File: src/rtl/fpnew_divsqrt_multi_ctrl.sv
// Purpose : handshake/sequencing controller for the iterative divsqrt datapath; turns the
//           opgroup valid/ready stream into start pulses, tracks the single in-flight op
//           with its tag/aux, drives per-stage register enables and handles flush.
// Latency : NumPipeRegs=0 gives out_valid_o in the unit_done_i cycle; each pipe register adds one cycle.
// Backpr. : out_ready_i low parks a finished result in HOLD (or in the output stages) and
//           blocks further starts; in_ready_o falls until a start can fire again.
// Ports   : clk_i/rst_ni clock and async active-low reset; in_valid_i/in_ready_o/tag_i/aux_i
//           operation input; flush_i kills everything; out_valid_o/out_ready_i/tag_o/aux_o
//           result output; busy_o; reg_enable_o datapath stage enables (input stages first);
//           fsm_start_o/fsm_kill_o/fsm_ready_i/unit_done_i divsqrt unit control.

package fpnew_pkg;
  typedef enum logic [1:0] {BEFORE, AFTER, INSIDE, DISTRIBUTED} pipe_config_t;
endpackage

module fpnew_divsqrt_multi_ctrl #(
  parameter int unsigned             NumPipeRegs = 0,
  parameter fpnew_pkg::pipe_config_t PipeConfig  = fpnew_pkg::AFTER,
  parameter int unsigned             TagWidth    = 1,
  parameter int unsigned             AuxWidth    = 1,
  localparam int unsigned            RegEnW      = (NumPipeRegs > 0) ? NumPipeRegs : 1
) (
  input  logic                clk_i,
  input  logic                rst_ni,
  input  logic                in_valid_i,
  output logic                in_ready_o,
  input  logic [TagWidth-1:0] tag_i,
  input  logic [AuxWidth-1:0] aux_i,
  input  logic                flush_i,
  output logic                out_valid_o,
  input  logic                out_ready_i,
  output logic [TagWidth-1:0] tag_o,
  output logic [AuxWidth-1:0] aux_o,
  output logic                busy_o,
  output logic [RegEnW-1:0]   reg_enable_o,
  output logic                fsm_start_o,
  output logic                fsm_kill_o,
  input  logic                fsm_ready_i,
  input  logic                unit_done_i
);

  localparam int NumInp = (PipeConfig == fpnew_pkg::BEFORE)      ? int'(NumPipeRegs) :
                          (PipeConfig == fpnew_pkg::DISTRIBUTED) ? int'(NumPipeRegs / 2) : 0;
  localparam int NumOut = int'(NumPipeRegs) - NumInp;
  localparam int InpRdyW = (NumInp > 0) ? NumInp : 1;
  localparam int OutRdyW = (NumOut > 0) ? NumOut : 1;

  typedef enum logic [1:0] {IDLE, BUSY, HOLD} state_e;

  state_e              state_q, state_d;
  logic                fsm_start, fsm_kill, fsm_out_valid;
  logic                op_av, acc0;
  logic [TagWidth-1:0] held_tag_q;
  logic [AuxWidth-1:0] held_aux_q;

  // Index 0 is the pipe input; index N is the stage the next consumer sees.
  logic [NumInp:0]      inp_valid;
  logic [TagWidth-1:0]  inp_tag [NumInp+1];
  logic [AuxWidth-1:0]  inp_aux [NumInp+1];
  logic [InpRdyW-1:0]   inp_ready;
  logic                 inp_busy;

  logic [NumOut:0]      out_valid;
  logic [TagWidth-1:0]  out_tag [NumOut+1];
  logic [AuxWidth-1:0]  out_aux [NumOut+1];
  logic [OutRdyW-1:0]   out_ready;
  logic                 out_busy;

  // ---------------------------------------------------------------- input pipe
  assign inp_valid[0] = in_valid_i;
  assign inp_tag[0]   = tag_i;
  assign inp_aux[0]   = aux_i;
  assign in_ready_o   = inp_ready[0];

  if (NumInp > 0) begin : g_inp
    logic [NumInp-1:0]   valid_q;
    logic [TagWidth-1:0] tag_q [NumInp];
    logic [AuxWidth-1:0] aux_q [NumInp];
    logic [NumInp-1:0]   ready;

    // Unrolled ready[i] = ready[i+1] | ~valid[i+1]; the last stage drains only on a start.
    always_comb begin
      logic r;
      r     = fsm_start;
      ready = '0;
      for (int i = NumInp - 1; i >= 0; i--) begin
        r        = r | ~valid_q[i];
        ready[i] = r;
      end
    end

    always_ff @(posedge clk_i or negedge rst_ni) begin
      if (!rst_ni) begin
        valid_q <= '0;
        for (int i = 0; i < NumInp; i++) begin
          tag_q[i] <= '0;
          aux_q[i] <= '0;
        end
      end else begin
        for (int i = 0; i < NumInp; i++) begin
          if (flush_i)       valid_q[i] <= 1'b0;
          else if (ready[i]) valid_q[i] <= inp_valid[i];
          if (inp_valid[i] && ready[i]) begin
            tag_q[i] <= inp_tag[i];
            aux_q[i] <= inp_aux[i];
          end
        end
      end
    end

    for (genvar i = 0; i < NumInp; i++) begin : g_link
      assign inp_valid[i+1] = valid_q[i];
      assign inp_tag[i+1]   = tag_q[i];
      assign inp_aux[i+1]   = aux_q[i];
    end

    assign inp_ready = ready;
    assign inp_busy  = |valid_q;
  end else begin : g_no_inp
    assign inp_ready = fsm_start;
    assign inp_busy  = 1'b0;
  end

  assign op_av = inp_valid[NumInp];
  assign acc0  = out_ready[0];

  // ---------------------------------------------------------------- FSM
  always_ff @(posedge clk_i or negedge rst_ni) begin
    if (!rst_ni) begin
      state_q    <= IDLE;
      held_tag_q <= '0;
      held_aux_q <= '0;
    end else begin
      state_q <= state_d;
      if (fsm_start) begin
        held_tag_q <= inp_tag[NumInp];
        held_aux_q <= inp_aux[NumInp];
      end
    end
  end

  always_comb begin
    state_d       = state_q;
    fsm_start     = 1'b0;
    fsm_kill      = 1'b0;
    fsm_out_valid = 1'b0;
    case (state_q)
      IDLE: begin
        if (op_av && fsm_ready_i) begin
          fsm_start = 1'b1;
          state_d   = BUSY;
        end
      end
      BUSY: begin
        if (unit_done_i) begin
          fsm_out_valid = 1'b1;
          if (!acc0) begin
            state_d = HOLD;
          end else if (op_av && fsm_ready_i) begin
            // Result leaves this cycle, so the unit is free for a chained start.
            fsm_start = 1'b1;
            state_d   = BUSY;
          end else begin
            state_d = IDLE;
          end
        end
      end
      HOLD: begin
        // Datapath keeps presenting its result until stage 0 accepts it.
        fsm_out_valid = 1'b1;
        if (acc0) begin
          if (op_av && fsm_ready_i) begin
            fsm_start = 1'b1;
            state_d   = BUSY;
          end else begin
            state_d = IDLE;
          end
        end
      end
      default: state_d = IDLE;
    endcase
    if (flush_i) begin
      fsm_kill      = (state_q != IDLE);
      fsm_start     = 1'b0;
      fsm_out_valid = 1'b0;
      state_d       = IDLE;
    end
  end

  assign fsm_start_o = fsm_start;
  assign fsm_kill_o  = fsm_kill;

  // ---------------------------------------------------------------- output pipe
  assign out_valid[0] = fsm_out_valid;
  assign out_tag[0]   = held_tag_q;
  assign out_aux[0]   = held_aux_q;

  if (NumOut > 0) begin : g_out
    logic [NumOut-1:0]   valid_q;
    logic [TagWidth-1:0] tag_q [NumOut];
    logic [AuxWidth-1:0] aux_q [NumOut];
    logic [NumOut-1:0]   ready;

    // Built from the registered valids only, so acc0 never depends on the FSM output.
    always_comb begin
      logic r;
      r     = out_ready_i;
      ready = '0;
      for (int i = NumOut - 1; i >= 0; i--) begin
        r        = r | ~valid_q[i];
        ready[i] = r;
      end
    end

    always_ff @(posedge clk_i or negedge rst_ni) begin
      if (!rst_ni) begin
        valid_q <= '0;
        for (int i = 0; i < NumOut; i++) begin
          tag_q[i] <= '0;
          aux_q[i] <= '0;
        end
      end else begin
        for (int i = 0; i < NumOut; i++) begin
          if (flush_i)       valid_q[i] <= 1'b0;
          else if (ready[i]) valid_q[i] <= out_valid[i];
          if (out_valid[i] && ready[i]) begin
            tag_q[i] <= out_tag[i];
            aux_q[i] <= out_aux[i];
          end
        end
      end
    end

    for (genvar i = 0; i < NumOut; i++) begin : g_link
      assign out_valid[i+1] = valid_q[i];
      assign out_tag[i+1]   = tag_q[i];
      assign out_aux[i+1]   = aux_q[i];
    end

    assign out_ready = ready;
    assign out_busy  = |valid_q;
  end else begin : g_no_out
    assign out_ready = out_ready_i;
    assign out_busy  = 1'b0;
  end

  assign out_valid_o = out_valid[NumOut];
  assign tag_o       = out_tag[NumOut];
  assign aux_o       = out_aux[NumOut];

  // ---------------------------------------------------------------- enables / status
  always_comb begin
    reg_enable_o = '0;
    for (int i = 0; i < NumInp; i++) reg_enable_o[i] = inp_valid[i] & inp_ready[i];
    for (int i = 0; i < NumOut; i++) reg_enable_o[NumInp+i] = out_valid[i] & out_ready[i];
  end

  assign busy_o = inp_busy | (state_q != IDLE) | out_busy;

endmodule

File: config.mk
export PLATFORM = sky130hd
export DESIGN_NAME = fpnew_divsqrt_multi_ctrl
export DESIGN_NICKNAME = d
export VERILOG_FILES = /design/src/rtl/fpnew_divsqrt_multi_ctrl.sv
export SDC_FILE = /design/constraint.sdc
export NUM_CORES = 1
export LEC_CHECK = 0
export BUFFER_PORTS_ARGS = -buffer_cell sky130_fd_sc_hd__buf_2
export CAP_MARGIN = 10
export CORE_AREA = 2 2 39 41
export CTS_CLUSTER_DIAMETER = 150
export DETAILED_ROUTE_END_ITERATION = 12
export DIE_AREA = 0 0 41 43
export PLACE_DENSITY_LB_ADDON = 0.25
export REMOVE_ABC_BUFFERS = 1
export SLEW_MARGIN = 20
export SYNTH_ARGS = -nofsm -noshare
export SYNTH_HDL_FRONTEND = slang
export SYNTH_SLANG_ARGS = --single-unit
File: constraint.sdc
create_clock -name clk_i -period 3.8 [get_ports clk_i]
set_clock_uncertainty 0.05 [all_clocks]
set_input_delay 0 -clock clk_i [delete_from_list [all_inputs] [get_ports clk_i]]
set_output_delay 0 -clock clk_i [all_outputs]
set_load 0.02 [all_outputs]
==> results of run 1 <==
[cell families (layout without fill, tap and decap cells)]
group,Yosys count,after routing
simple gates,10,10
compound gates,8,8
buf+inv,5,25
fa+ha+maj,4,4
flops,4,4
mux,2,2
other cells,1,1
[registers in the layout (all words and copies together), names as in the netlist]
register,cells
tag_o,1
aux_o,1
state_q,2
[repair_timing]
action / in CTS / in global routing
hold buffers: 4 / 0
resized for setup: 0 / 0
hold endpoints to repair: 7 / 0
[cells in the final DEF, fill, tap and decap left out, types with 2 or more instances in the layout]
cell type	count
dfrtp_1	4
mux2_4	2
buf_2	15
dlygate4sd3_1	4
inv_1	3
clkbuf_4	3
ha_1	4
a21oi_1	2
[power breakdown]
part	switching [mW]	leakage [nW]	total, mW	internal [mW]
clock network	0.0170	0.0138	0.0523	0.0353
registers	0.00399	0.0510	0.0533	0.0493
logic	0.0297	0.194	0.0568	0.0271
[final timing paths]
| path | startpoint | to | slack [ps] | depth (start not counted) |
|---|---|---|---|---|
| worst min register to register | tag_o$_DFFE_PN0P_ | tag_o$_DFFE_PN0P_ | 460 | 1 |
| worst max-delay path | state_q[0]$_DFFE_PN0P_ | in_ready_o | 2020 | 5 |
| min in group clk_i | fsm_ready_i | state_q[0]$_DFFE_PN0P_ | 130 | 4 |
| max in group asynchronous | rst_ni | state_q[0]$_DFFE_PN0P_ | 3540 | 2 |
| worst max register to register | state_q[0]$_DFFE_PN0P_ | tag_o$_DFFE_PN0P_ | 2040 | 5 |
| worst min-delay path | rst_ni | state_q[1]$_DFFE_PN0P_ | 50 | 2 |
[worst max-delay path: stages, from the launching register on]
cell     delay, ps
dfrtp_1        400
inv_1           90
ha_1           290
nor2_2          80
nor4_4         400
buf_2          240
[metrics by stage]
stage	cell area, sq um	util	hold slack (ps)	setup slack [ps]	instances
6_report	523	0.378	46.9	2020	70
5_1_grt	523	0.378	63.9	1900	70
4_1_cts	523	0.378	37.1	1980	70
3_5_place_dp	460	0.333	-242	2020	63
3_3_place_gp	460	0.333	-242	2040	63
2_1_floorplan	365	-	-346	1850	32
[per-layer routing]
metal,GRT usage,up-vias
li1,-,161
met2,0.159,12
met3,0.0157,0
met1,0.109,143
met4,0.0800,0
met5,0,-
[layout make-up]
class                      count  area (sq um)  share of cell area
sequential                     4           100               0.191
tap                           16          20.0              0.0383
clock buffer                   3          22.5              0.0431
multi-input combinational     25           254               0.486
timing repair buffer          19           115               0.220
inverter                       3          11.3              0.0215
==> metrics.cfg, run 1 <==
[routing]
drc=0
wl_met2_microns=372
met1Wirelength_microns=316
first_iter_violations=2
wl_met3_microns=49
drtPass1Iterations=2
top_layer_used=met3
routed_wirelength_microns=738
wl_per_cell_microns=10.5
routed_via_density=4.51
routed-via-count=316
ant_nets=0

[setup_path]
end_kind=primary output
crit_arrival_ps=1730
cp.required_ps=3750
crit_fanout=6
worstSetupPathType=reg -> out
start_kind=flop

[die]
die_h_microns=43
floorplan.core_area_sq_um=1380
die-area_sq_um=1760
rows=14
start_util=0.275
io_pins=17
die_w_microns=41

[clocking]
cts_sinks=4
clk_latency_ps=230
clk_pin_slew_worst_paths_ps=40
cts_root_buf=clkbuf_4
post_cts_buffers=0
ctsHtreeMaxLevel=1
cts_buffer_depth=2
cts_buffers=3
cts_tree=done

[cells_and_area]
area_growth_syn_to_layout_pct=37.5
antenna-diode-count=0
fillCellCount=138
drive_above_1_share=0.500
layout.nets=69

[synthesis]
synth_cell_type_count=23
synth_xor_area_frac=0
synth_top_area_cell=dfrtp_1
ys_seq_area_frac=0.263
synth_edf_count=0
ys_warn_count=0
synth_adder_area_share=0.132
syn-cell-area_sq_um=380
ys_top_cells_by_count=dfrtp_1, ha_1, inv_1
synth_compound_area_frac=0.168
synth.mux.area_fraction=0.0789
synth_top_family_by_area=simple AND/OR/NAND/NOR gates
synth_area_leaders=dfrtp_1, ha_1, mux2_4, nor4_4, nand3b_4
synth_top_area_frac=0.263
ys.flop_type=dfrtp_1
yosys.area_share.simple=0.280
synth-seq-cells=4
syn_area_per_cell_sq_um=11.2
syn_inst=34
postSynth.asyncResetShare=1.00

[timing]
maxSlewViolCount=0
finalHoldViolations=0
rsz0062_at_grt=no
timing.fmax_mhz=561
fin_crit_ps=1780
timing.setup.tns_ps=0
finalCritPeriodShare=0.469
setup_violations=0

[grt]
grt_max_degree=7
grt_use_total=0.100
antenna_found_initial=0
grt_pass1_wl_microns=1160
grt_pass1_vias=306
grt_overflow=0

[flow_run]
maxCapViolCount=0

[placement]
port_buffers=15
place_hpwl_microns=591
place_congestion=0.683

[pwr]
max-vdd-ir-drop_v=0.000149
p_per_area_nw_per_um2=311
power_uw=162
p_leak_nw=0.259

[status]
status=finished, final reports clean

[min_path]
hold_class=in -> async

(Power assumes the default switching activity.)
==> inputs of run 2 (changes only) <==
- clock period: 3.8 -> 1.4 ns (I/O delays scaled with it)
==> run 2 against run 1 <==
  * The flow now finishes with violations (setup timing)
  * Die area did not move
  * Final area rose by 35%
  * Final cell count rose by 16%
  * Sequential cell count did not move
  * Clock-buffer cell count did not move
  * Critical path depth did not move
  * Setup slack got worse by 2300 ps
  * Clock power rose to 2.8 times the previous value
  * Wire length rose by 33%
  * Core utilization rose by 13 points
  * Critical path type is now reg -> reg
==> metrics.cfg, run 2 (same netlist as run 1, synthesis figures left out) <==
[status]
status=finished, violations left
violations=setup timing

[setup_path]
end_kind=flop
crit_start=state_q[1]$_DFFE_PN0P_
path_cells=buf_6, ha_2, nand3b_4, or4_1, a21oi_2
crit_fanout=3
start_kind=flop
cp.required_ps=1500
critPathMaxStageDelay_ps=540
r2r_end=state_q[0]$_DFFE_PN0P_
worstSetupPathType=reg -> reg
rr_startpoint=state_q[1]$_DFFE_PN0P_
crit_arrival_ps=1780
slowest_stage=or4_1
reg2reg_slack_ps=-280
worstSetupEndpoint=state_q[0]$_DFFE_PN0P_
r2r.worst_path.cells=5

[placement]
place_congestion=0.701
place_hpwl_microns=621
port_buffers=15

[die]
io_pins=17
die_h_microns=43
start_util=0.275
die-area_sq_um=1760
rows=14
die_w_microns=41
floorplan.core_area_sq_um=1380

[timing]
maxSlewViolCount=0
rsz0062_at_grt=yes
setup_violations=8
finalCritPeriodShare=1.20
finalHoldViolations=0
timing.fmax_mhz=595
holdWs_ps=52.5
timing.final.ws_setup_ps=-281
fin_crit_ps=1680

[cells_and_area]
final_common_cell=buf_2
post-route-util=0.509
antenna-diode-count=0
top_register=state_q
final_cell_mix=buf_2, buf_4, buf_6
area_growth_syn_to_layout_pct=85.2
layout.nets=80
drive_above_1_share=0.754
fillCellCount=124
largest_register_ffs=2

[grt]
antenna_found_initial=0
use_met1=0.141
grt_pass1_vias=362
grt_overflow=0
grt_use_total=0.130
met2_usage=0.213
grt_pass1_wl_microns=1460
met3_usage=0.0314
busiest_layer=met2
grt_max_degree=6

[min_path]
hold_class=in -> async

[routing]
routed_wirelength_microns=981
drtPass1Iterations=1
ant_nets=0
wl_per_cell_microns=12.1
drc=0
routed-via-count=370
first_iter_violations=0
routed_via_density=4.57

[clocking]
cts_buffer_depth=2
cts_buffers=3
cts_root_buf=clkbuf_4
cts_tree=done
cts_sinks=4
ctsHtreeMaxLevel=1
clk_latency_ps=230
clk_pin_slew_worst_paths_ps=40

[pwr]
p_leak_nw=0.330
p_per_area_nw_per_um2=715
max-vdd-ir-drop_v=0.000515

[flow_run]
maxCapViolCount=0

==> run 2: how the worst min path moves through the flow <==
stage | startpoint | to | slack (ps) | cells after the start
3_3_place_gp | rst_ni | aux_o$_DFFE_PN0P_ | -240 | 1
3_5_place_dp | rst_ni | aux_o$_DFFE_PN0P_ | -240 | 1
5_1_grt | rst_ni | aux_o$_DFFE_PN0P_ | 50 | 2
6_report | rst_ni | aux_o$_DFFE_PN0P_ | 50 | 2
4_1_cts | rst_ni | aux_o$_DFFE_PN0P_ | 30 | 2
2_1_floorplan | rst_ni | aux_o$_DFFE_PN0P_ | -350 | 0
==> run 2: power by group <==
| part | internal (mW) | switching [mW] | total, mW |
|---|---|---|---|
| Combinational | 0.111 | 0.0962 | 0.207 |
| Sequential | 0.134 | 0.0147 | 0.149 |
| Clock | 0.0962 | 0.0512 | 0.147 |
| Total | 0.341 | 0.162 | 0.503 |
==> run 2: critical path: cells and delay by family, from the launching register on <==
family                   cells  cell delay (ps)
adder cells (fa/ha/maj)      1              160
AND/OR/NAND/NOR              2              700
AO/OA/AOI/OAI                1              160
flip-flops                   1              400
buffers and inverters        1              130
==> run 2: repair_timing <==
item	CTS	global route
hold buffers	4	0
pin swaps	2	4
buffers inserted	3	4
resized for setup	19	7
endpoints found under the setup margin	8	8
hold endpoints to repair	7	0
==> run 2: area by class of cell <==
type	count	area [sq um]	share of cell area
clock buffer	3	22.5	0.0320
inverter	3	13.8	0.0195
multi-input combinational	25	319	0.453
sequential	4	101	0.144
tap	16	20.0	0.0284
timing repair buffer	30	228	0.323
==> run 2: metal layers <==
metal / up-vias / wire (microns)
met5: - / 0
met4: 0 / 0
met3: 0 / 39
met2: 12 / 562
met1: 175 / 379
li1: 183 / -
==> run 2: through the flow <==
step	setup TNS (ps)	area [sq um]	power [mW]	cells	setup WS (ps)
finish	-1540	704	0.503	81	-281
global route	-2100	704	0.542	81	-340
CTS	-1390	639	0.495	77	-253
detailed placement	-1460	498	0.305	68	-304
global placement	-1560	498	0.307	68	-325
floorplan	-1410	365	0.242	32	-547
==> inputs of run 3 (changes only) <==
- CELL_PAD_IN_SITES_DETAIL_PLACEMENT: not set -> 0
- CELL_PAD_IN_SITES_GLOBAL_PLACEMENT: not set -> 2
- CORE_AREA: 2 2 39 41 -> not set
- CORE_UTILIZATION: not set -> 23
- DIE_AREA: 0 0 41 43 -> not set
==> run 3 against run 2 <==
  * The run still ends with setup timing left
  * Worst hold slack got worse by 14 ps
  * Final cell count decreased by 4.9%
  * Via count decreased by 3.8%
  * Clock-buffer cell count unchanged
  * Critical path depth decreased by 1
  * Highest routed layer unchanged
  * Critical path type unchanged
  * Final area decreased by 7.3%
  * Register-to-register slack improved by 40 ps
  * Maximum frequency increased by 2.2%
==> metrics.cfg, run 3 (same netlist as run 1, synthesis figures left out) <==
[setup_path]
r2r_end=state_q[0]$_DFFE_PN0P_
worstSetupPathType=reg -> reg
rr_startpoint=state_q[1]$_DFFE_PN0P_
cp.required_ps=1500
crit_arrival_ps=1750
reg2reg_slack_ps=-250
start_kind=flop
r2r.worst_path.cells=4
crit_fanout=4
end_kind=flop

[timing]
setup_violations=7
timing.setup.tns_ps=-1300
maxSlewViolCount=0
timing.fmax_mhz=608
finalHoldViolations=0
rsz0062_at_grt=yes
holdWs_ps=38.8
timing.final.ws_setup_ps=-245
fin_crit_ps=1650
finalCritPeriodShare=1.18

[grt]
antenna_found_initial=0
grt_max_degree=6
grt_use_total=0.116
grt_pass1_wl_microns=1520
grt_overflow=0
grt_pass1_vias=359

[die]
die_h_microns=42.7
start_util=0.250
io_pins=17
rows=14
die_w_microns=42.7
die-area_sq_um=1820
floorplan.core_area_sq_um=1520

[routing]
first_iter_violations=1
routed_via_density=4.62
wl_per_cell_microns=13.1
drc=0
routed_wirelength_microns=1010
drtPass1Iterations=2
ant_nets=0
routed-via-count=356

[clocking]
cts_root_buf=clkbuf_4
cts_sinks=4
cts_buffers=3
clk_latency_ps=240
cts_tree=done
ctsHtreeMaxLevel=1
cts_buffer_depth=2
clk_pin_slew_worst_paths_ps=40

[status]
status=finished, violations left
violations=setup timing

[cells_and_area]
drive_above_1_share=0.754
layout.nets=76
final_common_cell=buf_2
area_growth_syn_to_layout_pct=71.7
fillCellCount=153
antenna-diode-count=0
largest_register_ffs=2
final_cell_area_sq_um=653
top_register=state_q
final_cell_mix=buf_2, buf_4, dlygate4sd3_1

[placement]
port_buffers=15
place_congestion=0.665
post_dp_cell_area_sq_um=505
post-place-ws_ps=-271

[min_path]
hold_class=in -> async

[pwr]
p_leak_nw=0.303
max-vdd-ir-drop_v=0.000613
p_per_area_nw_per_um2=759

[flow_run]
maxCapViolCount=0

-- run 3: metal layers --
metal / wire length [microns] / global-route usage / up-vias
met5: 0 / 0 / -
met3: 65 / 0.0851 / 0
met4: 0 / 0.0375 / 0
met2: 522 / 0.179 / 14
met1: 417 / 0.123 / 167
li1: - / - / 175
-- run 3: how the worst max path moves through the flow --
| stage | startpoint | to | slack, ps | cells after the start |
|---|---|---|---|---|
| after floorplan | state_q[0]$_DFFE_PN0P_ | aux_o$_DFFE_PN0P_ | -550 | 5 |
| after global placement | state_q[0]$_DFFE_PN0P_ | state_q[1]$_DFFE_PN0P_ | -290 | 6 |
| after detailed placement | state_q[0]$_DFFE_PN0P_ | tag_o$_DFFE_PN0P_ | -270 | 5 |
| after CTS | state_q[1]$_DFFE_PN0P_ | tag_o$_DFFE_PN0P_ | -260 | 5 |
| after global routing | state_q[1]$_DFFE_PN0P_ | state_q[0]$_DFFE_PN0P_ | -300 | 4 |
| final | state_q[1]$_DFFE_PN0P_ | state_q[0]$_DFFE_PN0P_ | -250 | 4 |
-- run 3: layout make-up --
cell class                 instances  area (sq um)  share of cell area
clock buffer                       3          22.5              0.0345
inverter                           3          16.3              0.0249
multi-input combinational         25           313               0.479
sequential                         4           103               0.157
tap                               16          20.0              0.0307
timing repair buffer              26           179               0.274
-- run 3: critical path: stages, from the launching register on --
cell	delay, ps
dfrtp_2	450
ha_2	200
nand3b_4	170
or4_4	550
a21oi_2	140
-- run 3: power breakdown --
part	internal, mW	total [mW]	switching (mW)
Sequential	0.134	0.149	0.0151
Clock	0.0962	0.148	0.0522
Combinational	0.104	0.198	0.0941
-- run 3: repair_timing --
| action | in CTS | in global routing |
|---|---|---|
| resized for setup | 8 | 15 |
| pin swaps | 2 | 2 |
| endpoints found under the setup margin | 9 | 9 |
| hold buffers | 4 | 0 |
| setup buffers | 1 | 0 |
| hold endpoints to repair | 7 | 0 |
-- run 3: metrics by stage --
stage / cells / utilization / power (mW)
detailed placement: 69 / 0.332 / 0.307
floorplan: 32 / - / 0.242
finish: 77 / 0.429 / 0.496
global route: 77 / 0.429 / 0.532
CTS: 77 / 0.389 / 0.480
global placement: 69 / 0.332 / 0.306
